`src/rtl/sr_cmd_gen.sv`:
```
// Debounced, edge-triggered set/clear command generator for a downstream SR flop.
// Guarantees s and r are never asserted together and suppresses commands that would not change q.
module sr_cmd_gen #(
    parameter int unsigned DB_CYCLES      = 4,
    parameter int unsigned HOLDOFF_CYCLES = 3
) (
    input  logic clk,
    input  logic rst,
    input  logic set_req,
    input  logic clr_req,
    output logic s,
    output logic r,
    output logic busy,
    output logic conflict,
    output logic q_shadow
);

    typedef enum logic [1:0] {IDLE, PULSE, HOLD} state_t;

    localparam logic [7:0] DB_LAST   = 8'(DB_CYCLES - 1);
    localparam logic [7:0] HOLD_LAST = 8'(HOLDOFF_CYCLES - 1);
    localparam bit         NO_HOLD   = (HOLDOFF_CYCLES == 0);

    // Bit 0 tracks the set line, bit 1 tracks the clear line.
    logic [1:0]      r_sync1;
    logic [1:0]      r_sync2;
    logic [1:0]      r_db;
    logic [1:0]      r_db_d;
    logic [1:0]      r_edge;
    logic [1:0][7:0] r_cnt;

    state_t     r_state;
    logic [7:0] r_hold_cnt;
    logic       r_pend_vld;
    logic       r_pend_dir;
    logic       r_dir;

    logic w_set_e;
    logic w_clr_e;
    logic w_both;
    logic w_pend_vld;
    logic w_pend_dir;
    logic w_q_now;
    logic w_exit;
    logic w_go;

    always_ff @(posedge clk or negedge rst) begin
        if (!rst) begin
            r_sync1 <= '0;
            r_sync2 <= '0;
            r_db    <= '0;
            r_db_d  <= '0;
            r_edge  <= '0;
            r_cnt   <= '0;
        end else begin
            r_sync1 <= {clr_req, set_req};
            r_sync2 <= r_sync1;
            r_db_d  <= r_db;
            r_edge  <= r_db & ~r_db_d;
            for (int unsigned i = 0; i < 2; i++) begin
                if (r_sync2[i] == r_db[i]) begin
                    r_cnt[i] <= '0;
                end else if (r_cnt[i] == DB_LAST) begin
                    r_db[i]  <= ~r_db[i];
                    r_cnt[i] <= '0;
                end else begin
                    r_cnt[i] <= r_cnt[i] + 8'd1;
                end
            end
        end
    end

    assign w_set_e = r_edge[0];
    assign w_clr_e = r_edge[1];
    assign w_both  = w_set_e & w_clr_e;

    // Pending slot as it stands after folding in this cycle's edges.
    always_comb begin
        w_pend_vld = r_pend_vld;
        w_pend_dir = r_pend_dir;
        if (w_both) begin
            w_pend_vld = 1'b0;
            w_pend_dir = 1'b0;
        end else if (w_set_e) begin
            w_pend_vld = 1'b1;
            w_pend_dir = 1'b1;
        end else if (w_clr_e) begin
            w_pend_vld = 1'b1;
            w_pend_dir = 1'b0;
        end
    end

    // Leaving PULSE, q_shadow is only just being updated, so judge redundancy against r_dir.
    assign w_q_now = (r_state == PULSE) ? r_dir : q_shadow;
    assign w_exit  = ((r_state == PULSE) && NO_HOLD) ||
                     ((r_state == HOLD) && (r_hold_cnt == HOLD_LAST));
    assign w_go    = w_pend_vld && (w_pend_dir != w_q_now);

    always_ff @(posedge clk or negedge rst) begin
        if (!rst) begin
            r_state    <= IDLE;
            r_hold_cnt <= '0;
            r_pend_vld <= 1'b0;
            r_pend_dir <= 1'b0;
            r_dir      <= 1'b0;
            s          <= 1'b0;
            r          <= 1'b0;
            busy       <= 1'b0;
            conflict   <= 1'b0;
            q_shadow   <= 1'b0;
        end else begin
            s        <= 1'b0;
            r        <= 1'b0;
            conflict <= 1'b0;
            case (r_state)
                IDLE: begin
                    if (w_both) begin
                        conflict <= 1'b1;
                    end else if (w_set_e && !q_shadow) begin
                        r_state <= PULSE;
                        r_dir   <= 1'b1;
                        s       <= 1'b1;
                        busy    <= 1'b1;
                    end else if (w_clr_e && q_shadow) begin
                        r_state <= PULSE;
                        r_dir   <= 1'b0;
                        r       <= 1'b1;
                        busy    <= 1'b1;
                    end
                end
                PULSE, HOLD: begin
                    conflict <= w_both;
                    if (r_state == PULSE) begin
                        q_shadow <= r_dir;
                    end
                    if (w_exit) begin
                        r_pend_vld <= 1'b0;
                        if (w_go) begin
                            r_state <= PULSE;
                            r_dir   <= w_pend_dir;
                            s       <= w_pend_dir;
                            r       <= ~w_pend_dir;
                            busy    <= 1'b1;
                        end else begin
                            r_state <= IDLE;
                            busy    <= 1'b0;
                        end
                    end else begin
                        r_pend_vld <= w_pend_vld;
                        r_pend_dir <= w_pend_dir;
                        r_state    <= HOLD;
                        r_hold_cnt <= (r_state == PULSE) ? '0 : r_hold_cnt + 8'd1;
                    end
                end
                default: r_state <= IDLE;
            endcase
        end
    end

endmodule
```
`config.mk`:
```
export PLATFORM = sky130hd
export DESIGN_NAME = sr_cmd_gen
export DESIGN_NICKNAME = d
export VERILOG_FILES = /design/src/rtl/sr_cmd_gen.sv
export SDC_FILE = /design/constraint.sdc
export NUM_CORES = 1
export LEC_CHECK = 0
export ABC_AREA = 1
export BUFFER_PORTS_ARGS = -buffer_cell sky130_fd_sc_hd__buf_4
export CAP_MARGIN = 30
export CORE_MARGIN = 2
export CORE_UTILIZATION = 45
export DETAILED_ROUTE_END_ITERATION = 16
export PLACE_DENSITY_LB_ADDON = 0.3
export SLEW_MARGIN = 20
export SYNTH_ARGS = -nofsm -noshare
export SYNTH_HDL_FRONTEND = slang
export SYNTH_SLANG_ARGS = --single-unit
```
`constraint.sdc`:
```
create_clock -name clk -period 1.95 [get_ports clk]
set_input_delay 0.0975 -clock clk [delete_from_list [all_inputs] [get_ports clk]]
set_output_delay 0.0975 -clock clk [all_outputs]
set_load 0.02 [all_outputs]
```
# Word-level counts from Yosys, hierarchy flattened
# Index checks and enable logic that the tools add are counted.
word_totals:
  register_bits: 44
  output_inout_bits: 5
op_classes:
  bitwise_logic: 9
  n_addsub: 3
  reduce_logical: 14
  muxes: 44
  n_eq_ne: 12
op_table:
  columns: ["cell", "count"]
  rows:
  - ["8-bit 2-to-1 mux", 5]
  - ["1-bit 2-to-1 mux", 29]
  - ["8-bit by 1-bit adder with 8-bit output (second input constant)", 3]
  - ["8-bit by 2-bit == test with 1-bit output (second input constant)", 3]
  - ["1-bit case mux with 2 select lines", 5]
  - ["2-bit 2-to-1 mux", 4]
  - ["2-bit AND reduction", 4]
  - ["2-bit inequality test (second input constant)", 3]
  - ["1-bit inverter", 6]
  - ["5-bit AND reduction", 1]
  - ["1-bit logical AND", 4]
  - ["2-bit case mux with 2 select lines", 1]
  - ["4-bit AND reduction", 1]
  - ["3-bit inequality test (second input constant)", 1]
  - ["2-bit AND", 1]
  - ["1-bit == test", 2]
  - ["2-bit by 1-bit == test with 1-bit output (second input constant)", 1]
  - ["2-bit == test (second input constant)", 1]
  - ["2-bit zero test", 1]
  - ["2-bit inverter", 1]
  - ["2-bit nonzero test", 1]
  - ["2-bit OR reduction", 1]
  - ["1-bit AND", 1]
  - ["1-bit zero test", 1]
  - ["1-bit inequality test", 1]

# Depth between registers and ports, before layout
depth:
  depth_word: 8
  ltp_mapped: 12
  ltp_nobuf: 12

# Worst setup path before layout
# No wires, ideal clock.
synth_timing:
  path_type: "reg2reg"
  from: "register r_state[0]"
  to: "register r_state[1]"
  setup_slack_ps: 525
  t_required_ps: 1829
  arrival_time_ps: 1304
  path_stages_with_launch: 10
  n_path_buf: 1
  setup_ps: 121
  cell_sequence: "dfrtp_1 -> inv_1 -> ha_1 -> nand2_1 -> nor2_4 -> nand2_4 -> nand2_4 -> inv_2 -> buf_6 -> a22o_1"
synth_via:
  elab_chain_len: 4
synth_lines:
  columns: ["item", "line", "rtl"]
  rows:
  - ["start: declaration", "32", "state_t r_state;"]
  - ["start signal: assignment", "101", "r_state <= IDLE;"]
  - ["start signal: assignment", "120", "r_state <= PULSE;"]
  - ["start signal: assignment", "125", "r_state <= PULSE;"]
  - ["2-bit == test", "96, 115", null]
  - ["1-bit logical AND", "96", "((r_state == HOLD) && (r_hold_cnt == HOLD_LAST));"]
  - ["2-bit 2-to-1 mux", "136", "if (w_exit) begin"]
  - ["2-bit case mux with 2 select lines", "115", "case (r_state)"]
# Several ways; a longest one is shown, not always the timed one.
# A chain may end at the register's enable or synchronous reset.

# Final worst setup path
# Same ends and word-level chain as after synthesis.

==> run_results.csv <==
group,metric,value,unit
global_routing,grt_util_all_layers,15.6,%
clocking,post_cts_resized,0,
setup_path,critical_path_class,"reg -> reg",
finish,drive_above_1_share,13.6,%
detailed_routing,drt_iter0_markers,83,
global_routing,first_global_vias,1455,
die,die_h,73.9,µm
finish,num_antenna_cells,0,
sta,setup_viol,0,
logic_synthesis,ys_ff_latch,44,
detailed_routing,postRouteAntennaNets,0,
placement,dpl_cell_area,2310,µm²
sta,fin_crit_sh,81.1,%
logic_synthesis,syn_area,2200,µm²
placement,port_buffers,8,
power,power_density,1380,nW/µm²
setup_path,cp-end-kind,"flip-flop",
setup_path,cp_max_fo,11,
sta,tns,0,ps
global_routing,grt_max_degree,45,
sta,hold_slack,327,ps
logic_synthesis,synthCells,256,
global_routing,grtUsageMet2,23.2,%
flow_run,cap_violations,0,
sta,fin_ws,368,ps
finish,final_common_cell,"nand2_1",
die,die_w,73.9,µm
finish,final_cell_mix,"nand2_1, dfrtp_1, nor2_1",
logic_synthesis,synth_compound_area_share,5.81,%
clocking,ctsHtreeMaxLevel,2,
die,start_util,46.5,%
detailed_routing,routedWlPerCell,10.8,µm
status,status,"finished clean",
power,power_leakage,1.21,nW
sta,fin_crit,1580,ps
clocking,cts_tree,"built",
clocking,post_cts_buffers,0,
clocking,clk_latency,290,ps
sta,relSlewSlack,62.2,%
die,die_area,5460,µm²
logic_synthesis,syn-mean-instance-area,8.58,µm²
clocking,cts_sinks,44,
clocking,clockRootBuffer,"clkbuf_8",
finish,fin_nets,283,
placement,gp_congestion,0.845,
global_routing,grt_util_met3,5.35,%
sta,hold_viol_final,0,
detailed_routing,wl,3670,µm
clocking,cts_buffers,5,
sta,rsz0062_at_grt,"false",
global_routing,grt_busiest_layer,"met2",
sta,fin_worst_skew,6.79,ps
setup_path,cp.required,2130,ps
finish,fin_area,2450,µm²
logic_synthesis,synth_fp_nets,268,
logic_synthesis,ys_warn_count,0,
sta,maxSlewViolCount,0,
global_routing,grt_pass1_wl,6460,µm
global_routing,grt-ovfl-total,0,
setup_path,path_cells,"inv_1 > ha_1 > nand2_1 > nor2_4 > nand2_4 > nand2_4 > inv_2 > a22o_1",
placement,hpwl,2690,µm
power,irDropWorstVdd,0.739,mV
setup_path,critPathSlowestCell,"dfrtp_1",
logic_synthesis,synthSimpleGateAreaFrac,28.5,%
die,core,4720,µm²
setup_path,critical_path_arrival,1770,ps
worst_hold_path,hp-class,"in -> async",
clocking,clk_path_buf_depth,2,
setup_path,critPathLaunchType,"flip-flop",
finish,syn_to_final_growth,11.7,%
die,io_pins,9,
logic_synthesis,ys_seq_area_share,50.1,%
logic_synthesis,synth_top_family_by_area,"simple AND/OR/NAND/NOR gates",
setup_path,cpPeakStageDelay,420,ps
detailed_routing,viasPerCell,4.76,
sta,tightestPinTransition,563,ps
detailed_routing,drc,0,
placement,dpl_worst_slack,367,ps
setup_path,crit_path_frequent_cell,"nand2_4",
die,rows,25,
detailed_routing,drt-pass1-iter-count,4,
power,power,3.40,mW
logic_synthesis,synth_cell_types,27,
logic_synthesis,synthAdderAreaFrac,4.56,%
detailed_routing,vias,1612,
clocking,clkTransAtPathRegs,80,ps
logic_synthesis,muxShareOfSynthArea,0,%
clocking,holdBufCountCts,3,
global_routing,grt_util_met1,21.4,%
sta,fmax,632,MHz
logic_synthesis,synth_xor_area_share,3.59,%
global_routing,antenna_found_initial,0,
cell usage after synthesis:
| cell | n | area (µm²) |
|---|---|---|
| inv_1 | 28 | 105 |
| buf_2 | 1 | 5.00 |
| a21oi_1 | 7 | 35.0 |
| xnor2_1 | 4 | 35.0 |
| buf_6 | 2 | 22.5 |
| a21oi_2 | 2 | 17.5 |
| nor3b_1 | 6 | 45.0 |
| dfrtp_1 | 44 | 1100 |
| nor3_1 | 4 | 20.0 |
| nor2_4 | 2 | 22.5 |
| nor2_1 | 33 | 124 |
| nand2_4 | 2 | 22.5 |
| ha_1 | 8 | 100 |
| nand4_1 | 9 | 56.3 |
| nand3_1 | 18 | 90.1 |
| o21ai_2 | 1 | 8.76 |
| nand2_2 | 3 | 18.8 |
| xor2_1 | 5 | 43.8 |
| a22o_1 | 1 | 8.76 |
| o21ai_0 | 9 | 45.0 |
| nor2_2 | 3 | 18.8 |
| nand2_1 | 52 | 195 |
| nand3b_1 | 1 | 7.51 |
| nor4_1 | 1 | 6.26 |
| inv_2 | 8 | 30.0 |
| o31ai_1 | 1 | 7.51 |
| o21ai_1 | 1 | 5.00 |
power breakdown:
| part | switching, mW | internal (mW) |
|---|---|---|
| registers | 0.195 | 1.14 |
| logic | 0.895 | 0.489 |
| clock network | 0.303 | 0.379 |
| total | 1.39 | 2.00 |
through the flow:
stage,utilization (%),cells
CTS,52.0,339
floorplan,-,256
detailed placement,49.0,328
finish,52.0,339
global route,52.0,339
global placement,49.0,328
final timing paths:
path	start	endpoint	slack (ps)	depth (start not counted)
min in group clk	r_sync1[1]	r_sync2[1]	350	0
worst max register to register	r_state[0]	r_state[1]	370	8
worst min-delay path	rst	r_hold_cnt[7]	330	2
max in group asynchronous	rst	r_state[0]	1250	2
worst max-delay path	r_state[0]	r_state[1]	370	8
worst min register to register	r_sync1[1]	r_sync2[1]	350	0
registers in the layout, summed over array words and instances, names as in the netlist, 2 cells and up:
signal / flops
r_edge: 2
r_sync1: 2
r_state: 2
r_db_d: 2
r_cnt: 16
r_sync2: 2
r_hold_cnt: 8
r_db: 2
worst max-delay path, delay by kind of cell (launching register included):
kind                     cells  cell delay (ps)
adder cells (fa/ha/maj)      1              200
flip-flops                   1              420
AND/OR/NAND/NOR              4              440
AO/OA/AOI/OAI                1              210
buffers and inverters        2              210
area by class of cell:
cell class | count | area, µm²
Fill cell | 433 | 2270
Sequential cell | 44 | 1100
Multi-Input combinational cell | 173 | 933
Inverter | 36 | 135
Timing Repair Buffer | 11 | 90.1
Tap cell | 67 | 83.8
Clock buffer | 5 | 68.8
Clock inverter | 3 | 42.5
per-layer routing:
layer / share of wire, % / vias to the layer above / wire length [µm]
met5: 0 / - / 0
met4: 0.41 / 0 / 15
met3: 2.9 / 2 / 108
met2: 48 / 18 / 1760
met1: 49 / 740 / 1780
li1: - / 852 / -
logic make-up after synthesis:
logic type / count (synthesis)
compound gates: 22
xor+xnor: 9
fa+ha+maj: 8
buf+inv: 39
flops: 44
simple gates: 134
Power figures use the tool's default switching activity.
